$ cat src/rtl/axi4_burst_master.sv
// Single-outstanding AXI4 INCR burst master: one user command becomes one
// read or write burst, finished by a one-cycle done pulse carrying the response.
module axi4_burst_master #(
  parameter int ADDR_WIDTH = 32,
  parameter int DATA_WIDTH = 32
) (
  input  logic                  ACLK,
  input  logic                  ARESET,
  input  logic                  cmd_valid,
  output logic                  cmd_ready,
  input  logic                  cmd_write,
  input  logic [ADDR_WIDTH-1:0] cmd_addr,
  input  logic [7:0]            cmd_len,
  input  logic [DATA_WIDTH-1:0] wr_data,
  input  logic                  wr_valid,
  output logic                  wr_ready,
  output logic [DATA_WIDTH-1:0] rd_data,
  output logic                  rd_valid,
  output logic                  rd_last,
  input  logic                  rd_ready,
  output logic                  done,
  output logic [1:0]            done_resp,
  output logic [ADDR_WIDTH-1:0] AWADDR,
  output logic [7:0]            AWLEN,
  output logic [2:0]            AWSIZE,
  output logic [1:0]            AWBURST,
  output logic                  AWVALID,
  input  logic                  AWREADY,
  output logic [DATA_WIDTH-1:0] WDATA,
  output logic                  WVALID,
  output logic                  WLAST,
  input  logic                  WREADY,
  input  logic [1:0]            BRESP,
  input  logic                  BVALID,
  output logic                  BREADY,
  output logic [ADDR_WIDTH-1:0] ARADDR,
  output logic [7:0]            ARLEN,
  output logic [2:0]            ARSIZE,
  output logic [1:0]            ARBURST,
  output logic                  ARVALID,
  input  logic                  ARREADY,
  input  logic [DATA_WIDTH-1:0] RDATA,
  input  logic                  RVALID,
  input  logic                  RLAST,
  output logic                  RREADY
);

  typedef enum logic [2:0] {
    S_IDLE, S_WADDR, S_WDATA, S_WRESP, S_RADDR, S_RDATA, S_DONE
  } state_t;

  localparam logic [ADDR_WIDTH-1:0] WORD_MASK = ~{{(ADDR_WIDTH-2){1'b0}}, 2'b11};

  state_t                  state_q;
  logic [ADDR_WIDTH-1:0]   addr_q;
  logic [7:0]              len_q;
  logic [7:0]              beat_q;
  logic                    awvalid_q;
  logic                    arvalid_q;
  logic [1:0]              done_resp_q;
  logic                    in_wdata;
  logic                    in_rdata;
  logic                    last_beat;

  assign in_wdata  = (state_q == S_WDATA);
  assign in_rdata  = (state_q == S_RDATA);
  assign last_beat = (beat_q == len_q);

  always_ff @(posedge ACLK) begin
    if (ARESET) begin
      state_q     <= S_IDLE;
      beat_q      <= 8'd0;
      awvalid_q   <= 1'b0;
      arvalid_q   <= 1'b0;
      done_resp_q <= 2'b00;
    end else begin
      case (state_q)
        S_IDLE: begin
          if (cmd_valid) begin
            addr_q <= cmd_addr & WORD_MASK;
            len_q  <= cmd_len;
            beat_q <= 8'd0;
            if (cmd_write) begin
              awvalid_q <= 1'b1;
              state_q   <= S_WADDR;
            end else begin
              arvalid_q <= 1'b1;
              state_q   <= S_RADDR;
            end
          end
        end
        S_WADDR: begin
          if (AWREADY) begin
            awvalid_q <= 1'b0;
            state_q   <= S_WDATA;
          end
        end
        S_WDATA: begin
          if (wr_valid && WREADY) begin
            beat_q <= beat_q + 8'd1;
            if (last_beat) state_q <= S_WRESP;
          end
        end
        S_WRESP: begin
          if (BVALID) begin
            done_resp_q <= BRESP;
            state_q     <= S_DONE;
          end
        end
        S_RADDR: begin
          if (ARREADY) begin
            arvalid_q <= 1'b0;
            state_q   <= S_RDATA;
          end
        end
        S_RDATA: begin
          if (RVALID && rd_ready) begin
            beat_q <= beat_q + 8'd1;
            // Early RLAST or a missing RLAST both end the burst as a length mismatch.
            if (RLAST || last_beat) begin
              done_resp_q <= (RLAST && last_beat) ? 2'b00 : 2'b10;
              state_q     <= S_DONE;
            end
          end
        end
        S_DONE:  state_q <= S_IDLE;
        default: state_q <= S_IDLE;
      endcase
    end
  end

  assign cmd_ready = (state_q == S_IDLE);
  assign done      = (state_q == S_DONE);
  assign done_resp = done_resp_q;

  assign AWADDR  = addr_q;
  assign AWLEN   = len_q;
  assign AWSIZE  = 3'b010;
  assign AWBURST = 2'b01;
  assign AWVALID = awvalid_q;

  assign ARADDR  = addr_q;
  assign ARLEN   = len_q;
  assign ARSIZE  = 3'b010;
  assign ARBURST = 2'b01;
  assign ARVALID = arvalid_q;

  // Data-phase signals are straight pass-throughs, gated to zero outside their state.
  assign WVALID   = in_wdata & wr_valid;
  assign WDATA    = in_wdata ? wr_data : '0;
  assign WLAST    = in_wdata & last_beat;
  assign wr_ready = in_wdata & WREADY;
  assign BREADY   = (state_q == S_WRESP);

  assign RREADY   = in_rdata & rd_ready;
  assign rd_valid = in_rdata & RVALID;
  assign rd_data  = in_rdata ? RDATA : '0;
  assign rd_last  = in_rdata & RLAST;

endmodule
$ cat config.mk
export PLATFORM = sky130hd
export DESIGN_NAME = axi4_burst_master
export DESIGN_NICKNAME = d
export VERILOG_FILES = /design/src/rtl/axi4_burst_master.sv
export SDC_FILE = /design/constraint.sdc
export NUM_CORES = 1
export LEC_CHECK = 0
export BUFFER_PORTS_ARGS = -buffer_cell sky130_fd_sc_hd__buf_2
export CORE_AREA = 2 2 112 114
export DETAILED_ROUTE_END_ITERATION = 6
export DIE_AREA = 0 0 114 116
export PLACE_DENSITY = 0.64
export SETUP_SLACK_MARGIN = 0.1
export SYNTH_ARGS = -nofsm -noshare
export SYNTH_HDL_FRONTEND = slang
export SYNTH_SLANG_ARGS = --single-unit
export TNS_END_PERCENT = 1
$ cat constraint.sdc
create_clock -name ACLK -period 3.7 [get_ports ACLK]
set_input_delay 0.185 -clock ACLK [delete_from_list [all_inputs] [get_ports ACLK]]
set_output_delay 0.185 -clock ACLK [all_outputs]
set_load 0.02 [all_outputs]
==> out/qor.csv, run 1 <==
metric,value,unit
grt_start_max_net_pins,39,
ff_latch_area,1440,sq um
die_y,116,microns
rr_startpoint,state_q[1],
grt_pass1_vias,2517,
rsz0062_at_grt,false,
drc_errors,0,
status,completed,
synthAdderAreaFrac,0.413,%
setup_viol_count_final,0,
drv_slew,0,
grtUsageTotal,12.5,%
start_util,25.4,%
dieArea,13200,sq um
postCtsSetupRepairBufs,0,
via_per_inst,4.22,
relSlewSlack,32.1,%
yosys_warnings,0,
synth_xor_area_share,4.34,%
cts_sinks,53,
clock-root-buffer,clkbuf_16,
leakage,2.23,nW
hp-start,cmd_addr[15],
cts.clk_slew.worst_paths,70,ps
hold_viol,0,
ir_drop,0.294,mV
hold_path_class,primary input to flip-flop,
synth_edf_count,38,
synth-async-reset-ratio,0,%
coreArea,11900,sq um
cts.repair.resized,0,
rows,40,
port_buffers,268,
cts_buffer_depth,2,
ant_nets,0,
cp_data_arrival_time,2120,ps
power_density,487,nW/um^2
finalCritPeriodShare,59.7,%
io_pins,285,
path_class,flip-flop to flip-flop,
max_freq,0.452,GHz
cts_buffers,5,
slowest_stage,nor2_4,
cp_cell_sequence,nor3_1 -> nand2_1 -> nor2_4,
syn-cell-area,3030,sq um
slowest_delay,790,ps
crit_path_start_kind,flip-flop,
ys_seq_area_share,47.6,%
avgSynthCellArea,10.4,sq um
synth.most_common_cell,and2_1,
hold_buffers,0,
htreeDepth,2,
synth_common_cells,"and2_1, buf_4, edfxtp_1, nor2_1, dfxtp_1",
fillers,1185,
end_kind,flip-flop,
clk_latency,290,ps
synth_flop_cell,edfxtp_1,
layout-drive-gt1-share,55.1,%
synth-simple-area-share,24.5,%
cp.required,3610,ps
diodes,0,
grt-ovfl-total,0,
worst_slew_pin_slew,1020,ps
totalWireLength,9150,microns
antenna_found_initial,0,
ys_seq_elements,53,
layout.nets,635,
cts_tree,done,
synth_cell_types,41,
yosys-top-cells-area,"edfxtp_1, and2_1, buf_4, dfxtp_1, xor2_1",
die_w,114,microns
setup_tns,0,ps
dp_hpwl,7660,microns
grt_pass1_wl,12700,microns
cp-startpoint,state_q[1],
synth_top_area_share,37.7,%
synthMuxAreaShare,0.331,%
syn_inst,291,
drt-initial-drc-count,65,
gp_congestion,0.832,
fin_total_pwr,2.10,mW
wl_per_cell,13.8,microns
area_growth,42.4,%
synth-compound-area-share,7.56,%
layout_min_cycle_time,2210,ps
clock-skew-final,1.92,ps
cap_violations,0,
path_max_fanout,38,
firstDrtPassIters,4,
yosysTopAreaCell,edfxtp_1,
synth_top_family_by_area,simple AND/OR/NAND/NOR gates,
multi_input_area,1180,sq um
via_count,2801,
## placed cells by master (no fill, tap or decap), drive strengths merged
| master | netlist | final |
|---|---|---|
| a211o | 2 | 2 |
| a211oi | 3 | 3 |
| a21boi | 1 | 1 |
| a21oi | 7 | 7 |
| a221oi | 2 | 2 |
| a311o | 1 | 1 |
| a31oi | 1 | 1 |
| and2 | 70 | 70 |
| and2b | 1 | 1 |
| and3 | 2 | 2 |
| and3b | 1 | 1 |
| buf | 56 | 270 |
| clkbuf | 7 | 5 |
| clkinv | 0 | 3 |
| conb | 2 | 14 |
| dfxtp | 15 | 15 |
| edfxtp | 38 | 38 |
| ha | 1 | 1 |
| inv | 1 | 1 |
| mux2i | 1 | 1 |
| nand2 | 10 | 10 |
| nand2b | 6 | 6 |
| nand3 | 7 | 7 |
| nand3b | 1 | 1 |
| nor2 | 17 | 17 |
| nor2b | 1 | 1 |
| nor3 | 2 | 2 |
| nor4 | 2 | 2 |
| o2111ai | 2 | 2 |
| o21ai | 5 | 5 |
| o221ai | 1 | 1 |
| o2bb2ai | 2 | 2 |
| o31ai | 3 | 3 |
| or3 | 2 | 2 |
| or4 | 1 | 1 |
| or4b | 1 | 1 |
| xnor2 | 3 | 3 |
| xor2 | 12 | 12 |
## critical path, delay by kind of cell (launching register included)
kind             cells  cell delay (ps)
AND/OR/NAND/NOR      3             1340
flip-flops           1              460
## path summary, 6_finish.rpt
path | to | slack [ps] | cells after the start
min | ARADDR[15] | 70 | 1
max reg2reg | ARLEN[2] | 1490 | 3
min reg2reg | AWVALID | 490 | 2
max | ARLEN[2] | 1490 | 3
## per-layer routing
| layer | track usage, % | up-vias | share of wire (%) |
|---|---|---|---|
| li1 | - | 1365 | - |
| met1 | 13.4 | 1238 | 37 |
| met2 | 23.6 | 187 | 52 |
| met3 | 2.82 | 11 | 8.6 |
| met4 | 5.69 | 0 | 2.6 |
| met5 | 0 | - | 0 |
## where the power goes
part	switching (mW)	internal, mW	leakage (nW)
Combinational	0.529	0.288	1.69
Clock	0.206	0.249	0.0712
Sequential	0.0898	0.739	0.473
Total	0.825	1.28	2.23
## cell type report
type | instances | area share [%]
clock buffer | 5 | 2.90
clock inverter | 3 | 0.406
inverter | 1 | 0.0870
tap | 147 | 4.26
sequential | 53 | 33.4
multi-input combinational | 185 | 27.5
timing repair buffer | 270 | 31.4
## through the flow
step	cells	hold WS (ps)	worst slack, ps	cell area, sq um	utilization (%)
after floorplan	303	284	341	3070	-
after global placement	656	361	1560	4170	35.0
after detailed placement	656	363	1460	4170	35.0
after CTS	664	55.4	1440	4310	36.2
after global routing	664	48.5	1260	4310	36.2
final	664	66.5	1490	4310	36.2
## registers in the layout, summed over array words and instances (netlist names)
signal / count
ARLEN: 8
state_q: 3
ARVALID: 1
AWVALID: 1
ARADDR: 30
beat_q: 8
done_resp: 2
## cells by family (layout without fill, tap and decap cells)
logic type | after synthesis | in the layout
muxes | 1 | 1
DFF | 53 | 53
buffers and inverters | 65 | 279
adders and majority gates | 1 | 1
other | 2 | 14
and+or+nand+nor | 124 | 124
xor gates and xnor gates | 15 | 15
AOI/OAI and AO/OA | 30 | 30
Power figures use the tool's default switching activity.
==> run 2, diff against run 1 <==
- CORE_AREA: 2 2 112 114 -> 2 2 110 112
- DIE_AREA: 0 0 114 116 -> 0 0 112 114
- PLACE_DENSITY: 0.64 -> 0.68
- clock period: 3.7 -> 2 ns (I/O delays scaled with it)
==> run 2 against run 1 <==
Effect of this change:
- global-route usage grew 0.83 points
- total power up 93%
- critical path type is now flip-flop to output port
- first-iteration DRC count grew 62%
- flip-flop and latch count did not move
- clock skew rose by 2.8 ps
- register-to-register slack got worse by 1300 ps
- core utilization increased by 4.9 points
- sequential power increased by 79%
==> out/qor.csv, run 2 (same netlist as run 1, synthesis figures left out) <==
metric,value,unit
layout-drive-gt1-share,53.3,%
coreArea,11700,sq um
dieArea,12800,sq um
totalWireLength,9460,microns
slowest_stage,edfxtp_1,
clock-root-buffer,clkbuf_16,
drv_slew,0,
htreeDepth,2,
path_class,flip-flop to output port,
hold_path_class,primary input to flip-flop,
rr_startpoint,ARLEN[6],
layout_commonest_cell,buf_2,
rrSetupSlack,230,ps
layout.nets,681,
gp_congestion,0.775,
drc_errors,0,
hp-start,cmd_write,
grtUsageTotal,13.4,%
largest_register_ff_count,30,
via_per_inst,4.19,
cpLargestDelayFamily,simple AND/OR/NAND/NOR gates,
rsz0062_at_grt,true,
ir_drop,0.419,mV
worst_slack,207,ps
ant_nets,0,
grt_start_max_net_pins,35,
area_growth,58.8,%
slowest_delay,400,ps
hold_end,AWVALID,
hold_viol,0,
cp.required,1900,ps
r2r-end,done_resp[0],
r2r_cells,6,
cts_buffers,5,
firstDrtPassIters,4,
antenna_found_initial,0,
die_w,112,microns
path_max_fanout,3,
place_ws,244,ps
cp_data_arrival_time,1690,ps
layout_common_cells,"buf_2, and2_1, edfxtp_1, dlygate4sd3_1, nor2_1",
via_count,2978,
leakage,2.44,nW
status,completed,
cts_buffer_depth,2,
cts_sinks,53,
diodes,0,
whs,105,ps
clock-skew-final,4.73,ps
hold_depth,3,
io_pins,285,
wl_per_cell,13.3,microns
rows,40,
end_kind,output port,
drt-initial-drc-count,105,
max_freq,0.558,GHz
cp_cell_sequence,xor2_1 -> nor4_4 -> nand2_2 -> nor3_2 -> buf_4,
final_core_utilization,41.1,%
start_util,25.9,%
setup_tns,0,ps
cap_violations,0,
grt_pass1_wl,13700,microns
dp_hpwl,7400,microns
finalCritPeriodShare,89.6,%
port_buffers,268,
timing.critical_path.buf_inv,1,
grt_pass1_vias,2752,
clk_latency,290,ps
die_y,114,microns
layout_min_cycle_time,1790,ps
crit_path_start_kind,flip-flop,
power_density,842,nW/um^2
cts_tree,done,
setup_viol_count_final,0,
grt-ovfl-total,0,
cts.clk_slew.worst_paths,70,ps
[run 2: cell types whose count changed in the layout (fill, tap and decap cells not counted), sizes merged]
cell | before | now
dlygate4sd3 | 0 | 38
buf | 270 | 278
[run 2: report_power, final]
| part | switching, mW | total, mW | internal [mW] |
|---|---|---|---|
| registers | 0.117 | 1.48 | 1.37 |
| logic | 1.07 | 1.73 | 0.658 |
| clock network | 0.380 | 0.840 | 0.460 |
| total | 1.57 | 4.05 | 2.49 |
[run 2: area by class of cell]
| cell class | count | area [sq um] |
|---|---|---|
| timing repair buffer | 316 | 1820 |
| tap | 147 | 184 |
| multi-input combinational | 185 | 1210 |
| clock buffer | 5 | 125 |
| clock inverter | 3 | 17.5 |
| inverter | 1 | 3.75 |
| fill | 1128 | 6900 |
| sequential | 53 | 1450 |
[run 2: worst min-delay path, cell delays in order]
cell and delay [ps]:
buf_2 120, nand3_1 60, a21oi_1 60
[run 2: per-stage QoR]
stage / instances / total power [mW] / instance area [sq um]
floorplan: 303 / 2.72 / 3110
CTS: 708 / 4.08 / 4780
global route: 710 / 4.27 / 4810
global placement: 660 / 3.14 / 4240
detailed placement: 660 / 3.16 / 4240
finish: 710 / 4.05 / 4810
[run 2: worst max path at each step]
stage | start | to | depth (start not counted)
2_1_floorplan | state_q[1] | ARADDR[10] | 4
3_3_place_gp | ARLEN[5] | done_resp[0] | 5
3_5_place_dp | ARLEN[6] | done_resp[0] | 5
4_1_cts | ARLEN[4] | WLAST | 5
5_1_grt | ARLEN[6] | state_q[0] | 6
6_report | ARLEN[6] | WLAST | 5
[run 2: repair_timing]
action                                 CTS  global route
resized for setup                        2             4
gates cloned                             0             0
endpoints found under the hold margin   38             0
pin swaps                                2             1
setup endpoints to repair               17            39
buffers inserted                         2             2
hold buffers                            38             0
[run 2: per-layer routing]
layer  global-route usage, %  share of wire [%]  up-vias
li1                        -                  -     1456
met1                    15.0                 38     1361
met2                    25.5                 53      153
met3                    2.87                7.7        8
met4                    3.74                1.2        0
met5                       0                  0        -
==> run 3, diff against run 2 <==
--- a/constraint.sdc
+++ b/constraint.sdc
@@ -3,2 +3,2 @@
 set_output_delay 0.1 -clock ACLK [all_outputs]
-set_load 0.02 [all_outputs]
+set_load 0.005 [all_outputs]
==> run 3 against run 2 <==
Effect of this change:
- hold slack got worse by 100 ps
- core utilization fell by 0.27 points
- routed wire length rose by 1.9%
- critical path depth rose by 1
- via count rose by 0.74%
- clock-buffer cell count did not move
- register-to-register slack got worse by 40 ps
- first-iteration DRC count fell by 2.9%
- final cell count fell by 0.14%
- critical path type is now flip-flop to flip-flop
- critical endpoint is now done_resp[0]
- largest power group is now sequential cells
- highest routed layer unchanged
==> out/qor.csv, run 3 (same netlist as run 1, synthesis figures left out) <==
metric,value,unit
p_int,2.46,mW
dieArea,12800,sq um
largest_register_ff_count,30,
grt_pass1_wl,13900,microns
slowest_stage,edfxtp_1,
wl_per_cell,13.6,microns
rr_startpoint,ARLEN[2],
setup_tns,0,ps
rsz0062_at_grt,true,
dp_hpwl,7630,microns
cts_buffer_depth,2,
status,completed,
area_growth,57.8,%
antenna_found_initial,1,
layout.nets,680,
end_kind,flip-flop,
cap_violations,0,
ff_latch_area,1450,sq um
cp.required,2220,ps
fillers,1141,
drv_slew,0,
layout_common_cells,"buf_2, and2_1, edfxtp_1",
power_frac_seq,42.5,%
setup_viol_count_final,0,
fin_total_pwr,3.59,mW
die_y,114,microns
cp_data_arrival_time,2030,ps
finalCritPeriodShare,90.6,%
grt_pass1_vias,2761,
clock-root-buffer,clkbuf_16,
layout-drive-gt1-share,53.4,%
grtUsageTotal,13.8,%
comb_power_share,34.1,%
hold_depth,1,
clkPwrFrac,23.4,%
path_class,flip-flop to flip-flop,
die_w,112,microns
leakage,2.43,nW
htreeDepth,2,
cts_tree,done,
clk_latency,290,ps
start_util,25.9,%
drt-initial-drc-count,102,
totalWireLength,9640,microns
cts.clk_slew.worst_paths,70,ps
port_buffers,268,
power_density,752,nW/um^2
rrSetupSlack,190,ps
io_pins,285,
placedCellCount,660,
path_max_fanout,4,
gp_congestion,0.748,
clock-skew-final,7.68,ps
multi_input_area,1200,sq um
max_freq,0.552,GHz
diodes,0,
cpLargestDelayFamily,simple AND/OR/NAND/NOR gates,
p_sw,1.13,mW
via_count,3000,
crit_path_start_kind,flip-flop,
stdcell_count,709,
hold_viol,0,
coreArea,11700,sq um
slowest_delay,410,ps
r2r_cells,6,
hold_path_class,primary input to flip-flop,
ir_drop,0.403,mV
timing.critical_path.buf_inv,1,
layout_commonest_cell,buf_2,
layout_min_cycle_time,1810,ps
hp-start,cmd_addr[27],
hold_end,ARADDR[27],
cts_sinks,53,
drc_errors,0,
via_per_inst,4.23,
grt-ovfl-total,0,
p_sw_share,31.4,%
rows,40,
grt_start_max_net_pins,35,
firstDrtPassIters,5,
ant_nets,0,
cp_cell_sequence,xor2_1 -> nor4_4 -> buf_4 -> a211oi_2 -> or3_1 -> a21oi_1,
cts_buffers,5,
r2r-end,done_resp[0],
==> run 3: area by class of cell <==
type / instances / share of cell area (%)
Inverter: 1 / 0.0786
Clock inverter: 3 / 0.419
Sequential cell: 53 / 30.3
Tap cell: 147 / 3.85
Multi-Input combinational cell: 185 / 25.1
Clock buffer: 5 / 2.62
Timing Repair Buffer: 315 / 37.7
==> run 3: repair_timing <==
action,4_1_cts,5_1_grt
resized for setup,2,4
setup buffers,0,5
setup endpoints to repair,65,37
hold buffers,36,0
pin swaps,0,2
endpoints found under the hold margin,36,0
==> run 3: how the worst max path moves through the flow <==
stage,endpoint,cells past startpoint,startpoint
floorplan,ARADDR[10],4,state_q[2]
global placement,state_q[2],5,state_q[1]
detailed placement,state_q[2],5,state_q[1]
CTS,WLAST,5,ARLEN[5]
global route,done_resp[0],6,ARLEN[2]
finish,done_resp[0],6,ARLEN[2]
==> run 3: power groups by stage <==
stage | Clock (mW) | Combinational (mW) | Sequential (mW)
global route | 0.913 | 1.36 | 1.55
floorplan | 0 | 0.774 | 1.49
finish | 0.841 | 1.23 | 1.53
global placement | 0 | 1.14 | 1.53
detailed placement | 0 | 1.16 | 1.54
CTS | 0.865 | 1.22 | 1.53
==> run 3: layer usage <==
metal | vias up | wire length, microns | GRT usage [%]
met4 | 0 | 139 | 3.66
li1 | 1460 | - | -
met1 | 1352 | 3510 | 15.2
met5 | - | 0 | 0
met2 | 178 | 5230 | 27.0
met3 | 10 | 760 | 2.60
==> run 3: stage by stage <==
| stage | hold slack (ps) | area [sq um] | worst slack [ps] | utilization, % |
|---|---|---|---|---|
| after global routing | 0.735 | 4780 | 58.6 | 40.8 |
| after detailed placement | 278 | 4220 | 188 | 36.1 |
| after floorplan | 199 | 3090 | 133 | - |
| after global placement | 276 | 4220 | 224 | 36.1 |
| final | 3.37 | 4780 | 188 | 40.8 |
| after CTS | 0.243 | 4730 | 94.3 | 40.4 |
==> run 3: worst register-to-register path: stages, from the launching register on <==
cell and delay (ps):
edfxtp_1 410, xor2_1 190, nor4_4 410, buf_4 180, a211oi_2 80, or3_1 350
a21oi_1 150
